===== config.mk =====
export PLATFORM = sky130hd
export DESIGN_NAME = sort_rx_check_flat
export DESIGN_NICKNAME = d
export VERILOG_FILES = /design/src/rtl/sort_pkg.sv /design/src/rtl/sort_rx_check_if.sv /design/src/rtl/sort_rx_buf.sv /design/src/rtl/sort_rx_check.sv /design/src/flat_wrapper.sv
export SDC_FILE = /design/constraint.sdc
export NUM_CORES = 1
export LEC_CHECK = 0
export ABC_CLOCK_PERIOD_IN_PS = 1800
export CORE_UTILIZATION = 36
export DETAILED_ROUTE_END_ITERATION = 7
export DONT_BUFFER_PORTS = 1
export GPL_TIMING_DRIVEN = 0
export PLACE_DENSITY = 0.58
export RECOVER_POWER = 100
export SYNTH_ARGS = -nofsm -noshare
export SYNTH_HDL_FRONTEND = slang
export SYNTH_SLANG_ARGS = --single-unit

===== constraint.sdc =====
create_clock -name clk -period 1.8 [get_ports clk]
set_input_delay 0 -clock clk [delete_from_list [all_inputs] [get_ports clk]]
set_output_delay 0 -clock clk [all_outputs]
set_load 0.01 [all_outputs]

===== src/rtl/sort_pkg.sv =====
// Shared definitions for the sorter and its receive-side checker.
// Latency: none, declarations only.
// Backpressure: none, declarations only.
package sort_pkg;

  localparam int SORT_N = 8;
  localparam int SORT_K = 5;

  typedef enum logic [1:0] {
    IDLE = 2'd0,
    CAPT = 2'd1,
    DONE = 2'd2
  } sort_rx_state_e;

endpackage


===== src/rtl/sort_rx_check_if.sv =====
// Bundle of the sorter output stream, readback port and frame status.
// Latency: none, wiring only.
// Backpressure: none; the stream is qualifier-driven with no ready path.
interface sort_rx_check_if
  import sort_pkg::*;
#(
  parameter int N  = SORT_N,
  parameter int AW = 3
);
  logic [N-1:0]  data_in;
  logic          data_in_en;
  logic          rd_en;
  logic [AW-1:0] rd_addr;
  logic [N-1:0]  rd_data;
  logic          frame_done;
  logic          frame_ok;
  logic          err_order;
  logic          err_len;
  logic [N-1:0]  min_val;
  logic [N-1:0]  max_val;
  logic          busy;

  modport master (
    output data_in, data_in_en, rd_en, rd_addr,
    input  rd_data, frame_done, frame_ok, err_order, err_len, min_val, max_val, busy
  );

  modport slave (
    input  data_in, data_in_en, rd_en, rd_addr,
    output rd_data, frame_done, frame_ok, err_order, err_len, min_val, max_val, busy
  );
endinterface


===== src/rtl/sort_rx_buf.sv =====
// K x N capture register file, one write port, one registered read port.
// Latency: read data valid one cycle after i_re; writes visible next cycle.
// Backpressure: none; reads out of range or not permitted return zero.
module sort_rx_buf #(
  parameter int N  = 8,
  parameter int K  = 5,
  parameter int AW = 3
) (
  input  logic          clk,
  input  logic          rst,
  input  logic          i_we,
  input  logic [AW-1:0] i_waddr,
  input  logic [N-1:0]  i_wdata,
  input  logic          i_re,
  input  logic [AW-1:0] i_raddr,
  input  logic          i_rd_ok,
  output logic [N-1:0]  o_rdata
);
  localparam logic [AW:0] KA = (AW + 1)'(K);

  logic [N-1:0] r_mem [K];
  logic [N-1:0] r_rdata;

  // Storage array: contents are don't-care after reset, so no reset here.
  always_ff @(posedge clk) begin
    if (i_we && ({1'b0, i_waddr} < KA)) begin
      r_mem[i_waddr] <= i_wdata;
    end
  end

  // Registered read; holds when no request, zero for invalid requests.
  always_ff @(posedge clk or posedge rst) begin
    if (rst) begin
      r_rdata <= '0;
    end else if (i_re) begin
      if (i_rd_ok && ({1'b0, i_raddr} < KA)) begin
        r_rdata <= r_mem[i_raddr];
      end else begin
        r_rdata <= '0;
      end
    end
  end

  assign o_rdata = r_rdata;
endmodule


===== src/rtl/sort_rx_check.sv =====
// Captures one sorter frame, checks order/length, tracks min/max, readback.
// Latency: frame_done one cycle after data_in_en falls; readback one cycle.
// Backpressure: none; a new frame may start in the DONE cycle itself.
module sort_rx_check
  import sort_pkg::*;
#(
  parameter int N  = SORT_N,
  parameter int K  = SORT_K,
  parameter int AW = 3,
  parameter int CW = 4
) (
  input logic           clk,
  input logic           rst,
  sort_rx_check_if.slave s_if
);
  localparam logic [CW-1:0] KC  = CW'(K);
  localparam logic [CW-1:0] KP1 = CW'(K + 1);

  sort_rx_state_e r_state, w_state_nxt;

  logic [CW-1:0] r_cnt;
  logic [N-1:0]  r_prev;
  logic [N-1:0]  r_run_max;
  logic [N-1:0]  r_first;
  logic          r_ord_acc;
  logic          r_busy;
  logic          r_frame_ok;
  logic          r_err_order;
  logic          r_err_len;
  logic [N-1:0]  r_min_val;
  logic [N-1:0]  r_max_val;

  logic          w_start;
  logic          w_capt;
  logic          w_end;
  logic          w_we;
  logic [AW-1:0] w_waddr;

  // A frame starts from IDLE or back-to-back from DONE.
  assign w_start = s_if.data_in_en && ((r_state == IDLE) || (r_state == DONE));
  assign w_capt  = s_if.data_in_en && (r_state == CAPT);
  assign w_end   = !s_if.data_in_en && (r_state == CAPT);

  // Words beyond K are still checked for order but never stored.
  assign w_we    = w_start || (w_capt && (r_cnt < KC));
  assign w_waddr = w_start ? '0 : AW'(r_cnt);

  // State register.
  always_ff @(posedge clk or posedge rst) begin
    if (rst) begin
      r_state <= IDLE;
    end else begin
      r_state <= w_state_nxt;
    end
  end

  // Next-state decode; DONE lasts exactly one cycle.
  always_comb begin
    w_state_nxt = r_state;
    case (r_state)
      IDLE:    w_state_nxt = s_if.data_in_en ? CAPT : IDLE;
      CAPT:    w_state_nxt = s_if.data_in_en ? CAPT : DONE;
      DONE:    w_state_nxt = s_if.data_in_en ? CAPT : IDLE;
      default: w_state_nxt = IDLE;
    endcase
  end

  // Capture tracking, and result latching when the frame closes.
  always_ff @(posedge clk or posedge rst) begin
    if (rst) begin
      r_cnt       <= '0;
      r_prev      <= '0;
      r_run_max   <= '0;
      r_first     <= '0;
      r_ord_acc   <= 1'b0;
      r_busy      <= 1'b0;
      r_frame_ok  <= 1'b0;
      r_err_order <= 1'b0;
      r_err_len   <= 1'b0;
      r_min_val   <= '0;
      r_max_val   <= '0;
    end else begin
      if (w_start) begin
        r_prev    <= s_if.data_in;
        r_run_max <= s_if.data_in;
        r_first   <= s_if.data_in;
        r_cnt     <= CW'(1);
        r_ord_acc <= 1'b0;
        r_busy    <= 1'b1;
      end
      if (w_capt) begin
        if (s_if.data_in < r_prev) begin
          r_ord_acc <= 1'b1;
        end
        if (s_if.data_in > r_run_max) begin
          r_run_max <= s_if.data_in;
        end
        r_prev <= s_if.data_in;
        if (r_cnt != KP1) begin
          r_cnt <= r_cnt + 1'b1;
        end
      end
      if (w_end) begin
        r_busy      <= 1'b0;
        r_err_len   <= (r_cnt != KC);
        r_err_order <= r_ord_acc;
        r_frame_ok  <= !((r_cnt != KC) || r_ord_acc);
        // First captured word is buf[0]; kept in a register to leave the read port free.
        r_min_val   <= r_first;
        r_max_val   <= r_run_max;
      end
    end
  end

  sort_rx_buf #(
    .N (N),
    .K (K),
    .AW(AW)
  ) u_buf (
    .clk    (clk),
    .rst    (rst),
    .i_we   (w_we),
    .i_waddr(w_waddr),
    .i_wdata(s_if.data_in),
    .i_re   (s_if.rd_en),
    .i_raddr(s_if.rd_addr),
    .i_rd_ok(!r_busy),
    .o_rdata(s_if.rd_data)
  );

  assign s_if.frame_done = (r_state == DONE);
  assign s_if.frame_ok   = r_frame_ok;
  assign s_if.err_order  = r_err_order;
  assign s_if.err_len    = r_err_len;
  assign s_if.min_val    = r_min_val;
  assign s_if.max_val    = r_max_val;
  assign s_if.busy       = r_busy;
endmodule

===== src/flat_wrapper.sv =====
// flat-port wrapper written by rule: the top's interface ports become plain ports
module sort_rx_check_flat import sort_pkg::*;
#(
  parameter int N  = SORT_N,
  parameter int K  = SORT_K,
  parameter int AW = 3,
  parameter int CW = 4
)
  (clk, rst, s_if_data_in, s_if_data_in_en, s_if_rd_en, s_if_rd_addr, s_if_rd_data, s_if_frame_done, s_if_frame_ok, s_if_err_order, s_if_err_len, s_if_min_val, s_if_max_val, s_if_busy);
  sort_rx_check_if #(.N(N), .AW(AW)) s_if_i ();
  input logic clk;
  input logic rst;
  input wire logic [$bits(s_if_i.data_in)-1:0] s_if_data_in;
  input wire logic [$bits(s_if_i.data_in_en)-1:0] s_if_data_in_en;
  input wire logic [$bits(s_if_i.rd_en)-1:0] s_if_rd_en;
  input wire logic [$bits(s_if_i.rd_addr)-1:0] s_if_rd_addr;
  output wire logic [$bits(s_if_i.rd_data)-1:0] s_if_rd_data;
  output wire logic [$bits(s_if_i.frame_done)-1:0] s_if_frame_done;
  output wire logic [$bits(s_if_i.frame_ok)-1:0] s_if_frame_ok;
  output wire logic [$bits(s_if_i.err_order)-1:0] s_if_err_order;
  output wire logic [$bits(s_if_i.err_len)-1:0] s_if_err_len;
  output wire logic [$bits(s_if_i.min_val)-1:0] s_if_min_val;
  output wire logic [$bits(s_if_i.max_val)-1:0] s_if_max_val;
  output wire logic [$bits(s_if_i.busy)-1:0] s_if_busy;
  assign s_if_i.data_in = s_if_data_in;
  assign s_if_i.data_in_en = s_if_data_in_en;
  assign s_if_i.rd_en = s_if_rd_en;
  assign s_if_i.rd_addr = s_if_rd_addr;
  assign s_if_rd_data = s_if_i.rd_data;
  assign s_if_frame_done = s_if_i.frame_done;
  assign s_if_frame_ok = s_if_i.frame_ok;
  assign s_if_err_order = s_if_i.err_order;
  assign s_if_err_len = s_if_i.err_len;
  assign s_if_min_val = s_if_i.min_val;
  assign s_if_max_val = s_if_i.max_val;
  assign s_if_busy = s_if_i.busy;
  sort_rx_check #(.N(N), .K(K), .AW(AW), .CW(CW)) u_core (.clk(clk), .rst(rst), .s_if(s_if_i));
endmodule

# ---- After elaboration in Yosys (flattened, before gate mapping)
# Memories as Yosys holds them, arrays and structs flattened.
# Index checks and enable logic that the tools add are counted.
dict set report word_totals {
  reg_bits 59
  ram_bits 40
  input_bits 15
  output_inout_bits 29
  n_memories 1
}
dict set report op_classes {
  addsub 1
  magnitude_cmp 5
  n_eq_ne 4
  n_mux 20
  reduce_logical 16
}
# memory depth width read_ports rd_ports_with_merged_regs write_ports line_no
set mem_list {}
lappend mem_list {u_core.u_buf.r_mem 5 8 1 0 1 sort_rx_buf.sv:21} ;# logic [N-1:0] r_mem [K];
# operator count
set op_table {}
lappend op_table {{8-bit 2-to-1 mux} 6}
lappend op_table {{4-bit 2-to-1 mux} 3}
lappend op_table {{8-bit > comparator} 1}
lappend op_table {{8-bit < comparator} 1}
lappend op_table {{1-bit 2-to-1 mux} 8}
lappend op_table {{4-bit by 3-bit != test with 1-bit output (second input constant)} 2}
lappend op_table {{1-bit logical AND} 6}
lappend op_table {{3-bit < comparator (second input constant)} 2}
lappend op_table {{4-bit by 1-bit adder with 4-bit output (second input constant)} 1}
lappend op_table {{4-bit by 3-bit < comparator with 1-bit output (second input constant)} 1}
lappend op_table {{2-bit case mux with 2 select lines} 1}
lappend op_table {{2-bit nonzero test} 2}
lappend op_table {{1-bit logical NOT} 3}
lappend op_table {{1-bit logical OR} 3}
lappend op_table {{3-bit 2-to-1 mux} 1}
lappend op_table {{2-bit by 1-bit equality test with 1-bit output (second input constant)} 1}
lappend op_table {{2-bit equality test (second input constant)} 1}
lappend op_table {{2-bit logical NOT} 1}
lappend op_table {{2-bit 2-to-1 mux} 1}
lappend op_table {{2-bit OR reduction} 1}

# ---- Logic depth before layout (Yosys ltp)
dict set report logic_depth {
  depth_word 8
  depth_mapped 7
  mapped_depth_nobuf 7
}

# ---- Modules after synthesis
# From an unflattened synthesis, not the netlist that was laid out.
dict set report unflattened {
  hier_cells 319
  hier_area_um2 4245.3
}
# module instances cells_per_inst area_each_um2 seq_area_each_um2
set by_module_without_submodules {}
lappend by_module_without_submodules {sort_rx_check 1 212 2384.8 1276.2}
lappend by_module_without_submodules {sort_rx_buf 1 107 1860.5 1401.3}

# ---- Worst setup path after synthesis
# Ideal clock, no wire load.
dict set report synth_timing {
  kind {register -> register}
  start {register u_core.r_state[1]}
  end {memory u_core.u_buf.r_mem[0][0], enable pin}
  setup_ps 384
  arrival_ps 1589
  setup_slack_ps -173
  stages_incl_launch_ff 4
  period_less_slack_ps 1973
  path_cell_list {dfrtp_1 > nand2b_1 > or4_1 > o21ai_0}
}
dict set report synth_between {
  elab_chain_len 8
}
# item line_no
set synth_lines {}
lappend synth_lines {{from (decl)} sort_rx_check.sv:19} ;# sort_rx_state_e r_state, w_state_nxt;
lappend synth_lines {{from (signal assigned)} sort_rx_check.sv:53} ;# r_state <= w_state_nxt;
lappend synth_lines {{2-bit equality test / 2-bit logical NOT (equally long branches)} sort_rx_check.sv:40} ;# assign w_start = s_if.data_in_en && ((r_state == IDLE) || (r_state == DONE));
lappend synth_lines {{1-bit logical OR} sort_rx_check.sv:40}
lappend synth_lines {{1-bit logical AND} sort_rx_check.sv:40}
lappend synth_lines {{3-bit 2-to-1 mux} sort_rx_check.sv:46} ;# assign w_waddr = w_start ? '0 : AW'(r_cnt);
lappend synth_lines {{3-bit < comparator} sort_rx_buf.sv:26} ;# if (i_we && ({1'b0, i_waddr} < KA)) begin
lappend synth_lines {{1-bit logical AND} sort_rx_buf.sv:26}
lappend synth_lines {{1-bit 2-to-1 mux} sort_rx_buf.sv:26}
lappend synth_lines {{1-bit 2-to-1 mux (not written as such)} sort_rx_buf.sv:27} ;# r_mem[i_waddr] <= i_wdata;
lappend synth_lines {{to (decl)} sort_rx_buf.sv:21}
# Parallel ways exist; a longest one is shown, timed or not.

# ---- Final worst setup path
dict set report layout_timing {
  start {register u_core.r_run_max[5]}
  end {register u_core.r_run_max[4]}
}
dict set report layout_between {
  elab_chain_len 3
}
# item line_no
set layout_lines {}
lappend layout_lines {{from (decl)} sort_rx_check.sv:23} ;# logic [N-1:0] r_run_max;
lappend layout_lines {{from (signal assigned)} sort_rx_check.sv:85} ;# r_run_max <= s_if.data_in;
lappend layout_lines {{from (signal assigned)} sort_rx_check.sv:96} ;# r_run_max <= s_if.data_in;
lappend layout_lines {{8-bit > comparator} sort_rx_check.sv:95} ;# if (s_if.data_in > r_run_max) begin
lappend layout_lines {{8-bit 2-to-1 mux} sort_rx_check.sv:95}
lappend layout_lines {{8-bit 2-to-1 mux} sort_rx_check.sv:91} ;# if (w_capt) begin
# Every way passes these cells.
# A chain may end at the register's enable or synchronous reset.

==> summary.md <==
| Metric | Value |
|---|---|
| Status | `finished, violations left` |
| Violated checks | `negative setup slack` |
| Rel. slew slack | `a little under half` |
| Post-Syn Instances | `between 300 and 400` |
| WP data required | `about 2 ns` |
| Post-route cell area | `slightly above 5000 um2` |
| Synth Register Bits | `99` |
| Slowest-stage cell, CP | `dfrtp_1` |
| Residual DRC count | `0` |
| Clock transition at the registers of the reported paths | `approximately 0.06 ns` |
| RePlAce Congestion | `just over 0.8` |
| Detailed Routing Iterations Pass 1 | `4` |
| Ports | `between 40 and 50` |
| Core area | `roughly 11000 um2` |
| Post-synth cell types | `36` |
| Vias in the first global route | `between 2000 and 2500` |
| Final worst setup slack | `-0.220 ns` |
| Root buffer cell | `clkbuf_16` |
| Aggregate global-route resource usage | `16.2%` |
| Input/output buffers | `0` |
| Rows | `39` |
| Initial core utilization | `a little under two fifths` |
| Fill cells | `1028` |
| Clock latency at the later pin of the worst-skew pair | `0.34 ns` |
| Final Hold Fails | `0` |
| DR WL/cell | `18.7 um` |
| Setup WS pre-CTS | `-0.658 ns` |
| Most used cell, CP | `nor2_2` |
| Clk buf depth | `2` |
| Hold Path Stages | `3` |
| Sequential fraction of the synthesis area | `63.9%` |
| Worst Setup End Kind | `flop` |
| Crit Path Class | `reg -> reg` |
| Reg2reg setup slack | `-0.22 ns` |
| Worst hold start | `s_if_data_in_en` |
| Worst-Margin Slew | `slightly below 0.8 ns` |
| Global route overflow | `0` |
| R2R depth | `8` |
| Max rail drop VDD | `~540 uV` |
| Via density | `roughly 5.0` |
| Critical R2R Launch | `u_core.r_run_max[5]$_DFF_PP0_` |
| Fmax | `between 400 and 500 MHz` |
| Crit-path max FO | `5` |
| WP buf/inv | `2` |
| Synthesized Nets | `339` |
| Ant. Diodes | `0` |
| R2r endpoint | `u_core.r_run_max[4]$_DFF_PP0_` |
| Final nets | `374` |
| Die ar. | `12100 um2` |
| Detailed Route WL | `roughly 9100 um` |
| Critical Path AT | `roughly 2.3 ns` |
| Synthesis Warnings | `0` |
| First-pass GRT wire length | `around 14000 um` |
| Worst path cell trace | `inv_2 -> ha_4 -> nand4_1 -> nor2_2 -> nor2_2 -> a211oi_4 -> buf_6 -> mux2_4` |
| Power per Cell Area | `1120 nW/um2` |
| Leakage | `0.00211 uW` |
| Avg Cell Area, Syn | `13.7 um2` |
| Max stage delay on crit path | `between 0.3 and 0.4 ns` |
| Multi-input gate area | `around 1500 um2` |
| Largest net degree at the start of global routing | `40` |
| # setup viols final | `15` |
| DP HPWL | `5450 um` |
| Antenna viol nets, final | `0` |
| P&R area growth vs syn | `21.6%` |
| Sequential Area | `2680 um2` |
| CTS buffer count | `9` |
| TritonCTS clock tree | `done` |
| CTS Sinks | `around 100` |
| Commonest non-fill, non-tap cells in the layout | `dfrtp_1 (58), edfxtp_1 (40), nand2_1 (34)` |
| Final Max Tran Viols | `0` |
| Crit path max-delay family | `simple AND/OR/NAND/NOR gates` |
| Max Clock Skew | `0.00464 ns` |
| RSZ-0062 raised after global routing | `true` |
| Startpoint type of the worst setup path | `flop` |
| Minimum clock period | `about 2 ns` |
| Placed inst area | `4410 um2` |
| Initial DRC count | `about 130` |
| Mapped cell area | `between 4000 and 5000 um2` |
| Chip width | `~110 um` |
| Die height | `~110 um` |
| Min-Delay Endpoint | `u_core.r_first[0]$_DFFE_PP0P_` |
| Total number of vias | `around 2500` |
| HP Class | `in -> reg` |
| Initial antenna violation count | `0` |
| H-Tree Depth | `3` |
| Share of cells above drive strength 1 | `roughly a quarter` |
| Fin crit share | `112%` |
| Max Cap Viol | `0` |
| Commonest non-fill, non-tap cell in the layout | `dfrtp_1` |
[registers in the layout, summed over array words and instances, names as in the netlist, 2 cells and up]
name                  count
u_core.s_if.max_val       8
u_core.s_if.min_val       8
u_core.r_prev             8
u_core.u_buf.r_mem       40
u_core.u_buf.o_rdata      8
u_core.r_state            2
u_core.r_run_max          8
u_core.r_cnt              4
u_core.r_first            8
[metal layers]
layer / up-vias / routed length (um) / GRT usage (%)
met5: - / 0 / 0
met3: 12 / 373 / 4.74
met2: 46 / 4660 / 27.2
met4: 0 / 168 / 5.71
li1: 1157 / - / -
met1: 1244 / 3910 / 19.8
[where the power goes]
group / switching (uW) / internal (uW)
clock: 813 / 1070
sequential: 275 / 2650
combinational: 438 / 458
total: 1530 / 4180
[layout make-up]
class / instances / share of cell area (%)
Sequential cell: 99 / 52.6
Timing Repair Buffer: 24 / 4.96
Clock buffer: 9 / 4.42
Buffer: 9 / 0.712
Multi-Input combinational cell: 168 / 30.4
Tap cell: 143 / 3.51
Inverter: 29 / 2.14
Clock inverter: 7 / 1.35
[cells in the mapped netlist]
cell type  number  area share, %
buf_2           3           0.36
nor3_1          5           0.60
and3_1          1           0.15
o211ai_1        1           0.18
nand2_1        34            3.0
o21ai_0        19            2.3
nand2b_1        2           0.30
mux2i_1         8            1.9
or3_1           1           0.15
a21boi_1        1           0.18
clkbuf_1        5           0.45
o2bb2ai_1       1           0.21
a2111oi_2       1           0.36
mux2_2         25            6.7
o21a_1          1           0.18
nand3_1         3           0.36
or4_1           1           0.18
a21o_1          2           0.36
inv_1          29            2.6
o2111ai_1       1           0.21
nand3b_4        1           0.48
ha_1           19            5.7
buf_1           1          0.089
edfxtp_1       40             29
nand4_1         2           0.30
a2111oi_0       1           0.21
o31ai_1         1           0.18
nor3b_1         1           0.18
nor2_1          7           0.63
dfrtp_1        59             35
o22ai_1         9            1.3
a21oi_1         6           0.72
mux4_2          8            4.3
a211oi_4        1           0.48
nor2b_1         4           0.60
or2b_1          1           0.18
[cells by family after synthesis]
kind of cell             count (synthesis)  synth area share, %
flip-flops                              99                 63.9
AND/OR/NAND/NOR                         63                 7.14
AO/OA/AOI/OAI                           45                 6.87
multiplexers                            41                 12.9
buffers and inverters                   38                 3.49
adder cells (fa/ha/maj)                 19                 5.67
[through the flow]
| step | total power [uW] | utilization [%] | hold slack, ns | std cells | setup TNS [ns] |
|---|---|---|---|---|---|
| 2_1_floorplan | 3440 | - | 0.0989 | 305 | -3.41 |
| 3_3_place_gp | 3600 | 38.6 | 0.100 | 448 | -42.13 |
| 3_5_place_dp | 3640 | 38.8 | -0.0753 | 449 | -26.21 |
| 4_1_cts | 5700 | 44.1 | 0.0153 | 484 | -2.56 |
| 5_1_grt | 5990 | 44.8 | 0.0736 | 488 | -3.86 |
| 6_report | 5710 | 44.8 | 0.0198 | 488 | -2.41 |
[what timing repair did]
action / in CTS / in global routing
hold buffers: 11 / 0
resized for setup: 25 / 11
endpoints found under the setup margin: 66 / 41
gates cloned: 0 / 0
pin swaps: 7 / 10
hold endpoints to repair: 127 / 0
buffers inserted: 8 / 4
[how the worst max path moves through the flow]
stage | start | end | slack, ns | cells past startpoint
after floorplan | u_core.r_state[1]$_DFF_PP0_ | u_core.u_buf.r_mem[2][0]$_DFFE_PP_ | -0.11 | 3
after global placement | u_core.r_state[1]$_DFF_PP0_ | u_core.u_buf.r_mem[2][1]$_DFFE_PP_ | -0.58 | 3
after detailed placement | u_core.r_state[1]$_DFF_PP0_ | u_core.u_buf.r_mem[1][1]$_DFFE_PP_ | -0.66 | 3
after CTS | u_core.r_run_max[1]$_DFF_PP0_ | u_core.r_run_max[7]$_DFF_PP0_ | -0.33 | 8
after global routing | u_core.r_run_max[6]$_DFF_PP0_ | u_core.r_run_max[3]$_DFF_PP0_ | -0.32 | 8
final | u_core.r_run_max[5]$_DFF_PP0_ | u_core.r_run_max[4]$_DFF_PP0_ | -0.22 | 8
[worst register-to-register path: stages (launching register included)]
cell and delay [ns]:
dfrtp_1 0.39, inv_2 0.06, ha_4 0.26, nand4_1 0.15, nor2_2 0.24, nor2_2 0.07
a211oi_4 0.25, buf_6 0.18, mux2_4 0.30
(Power assumes the default switching activity.)
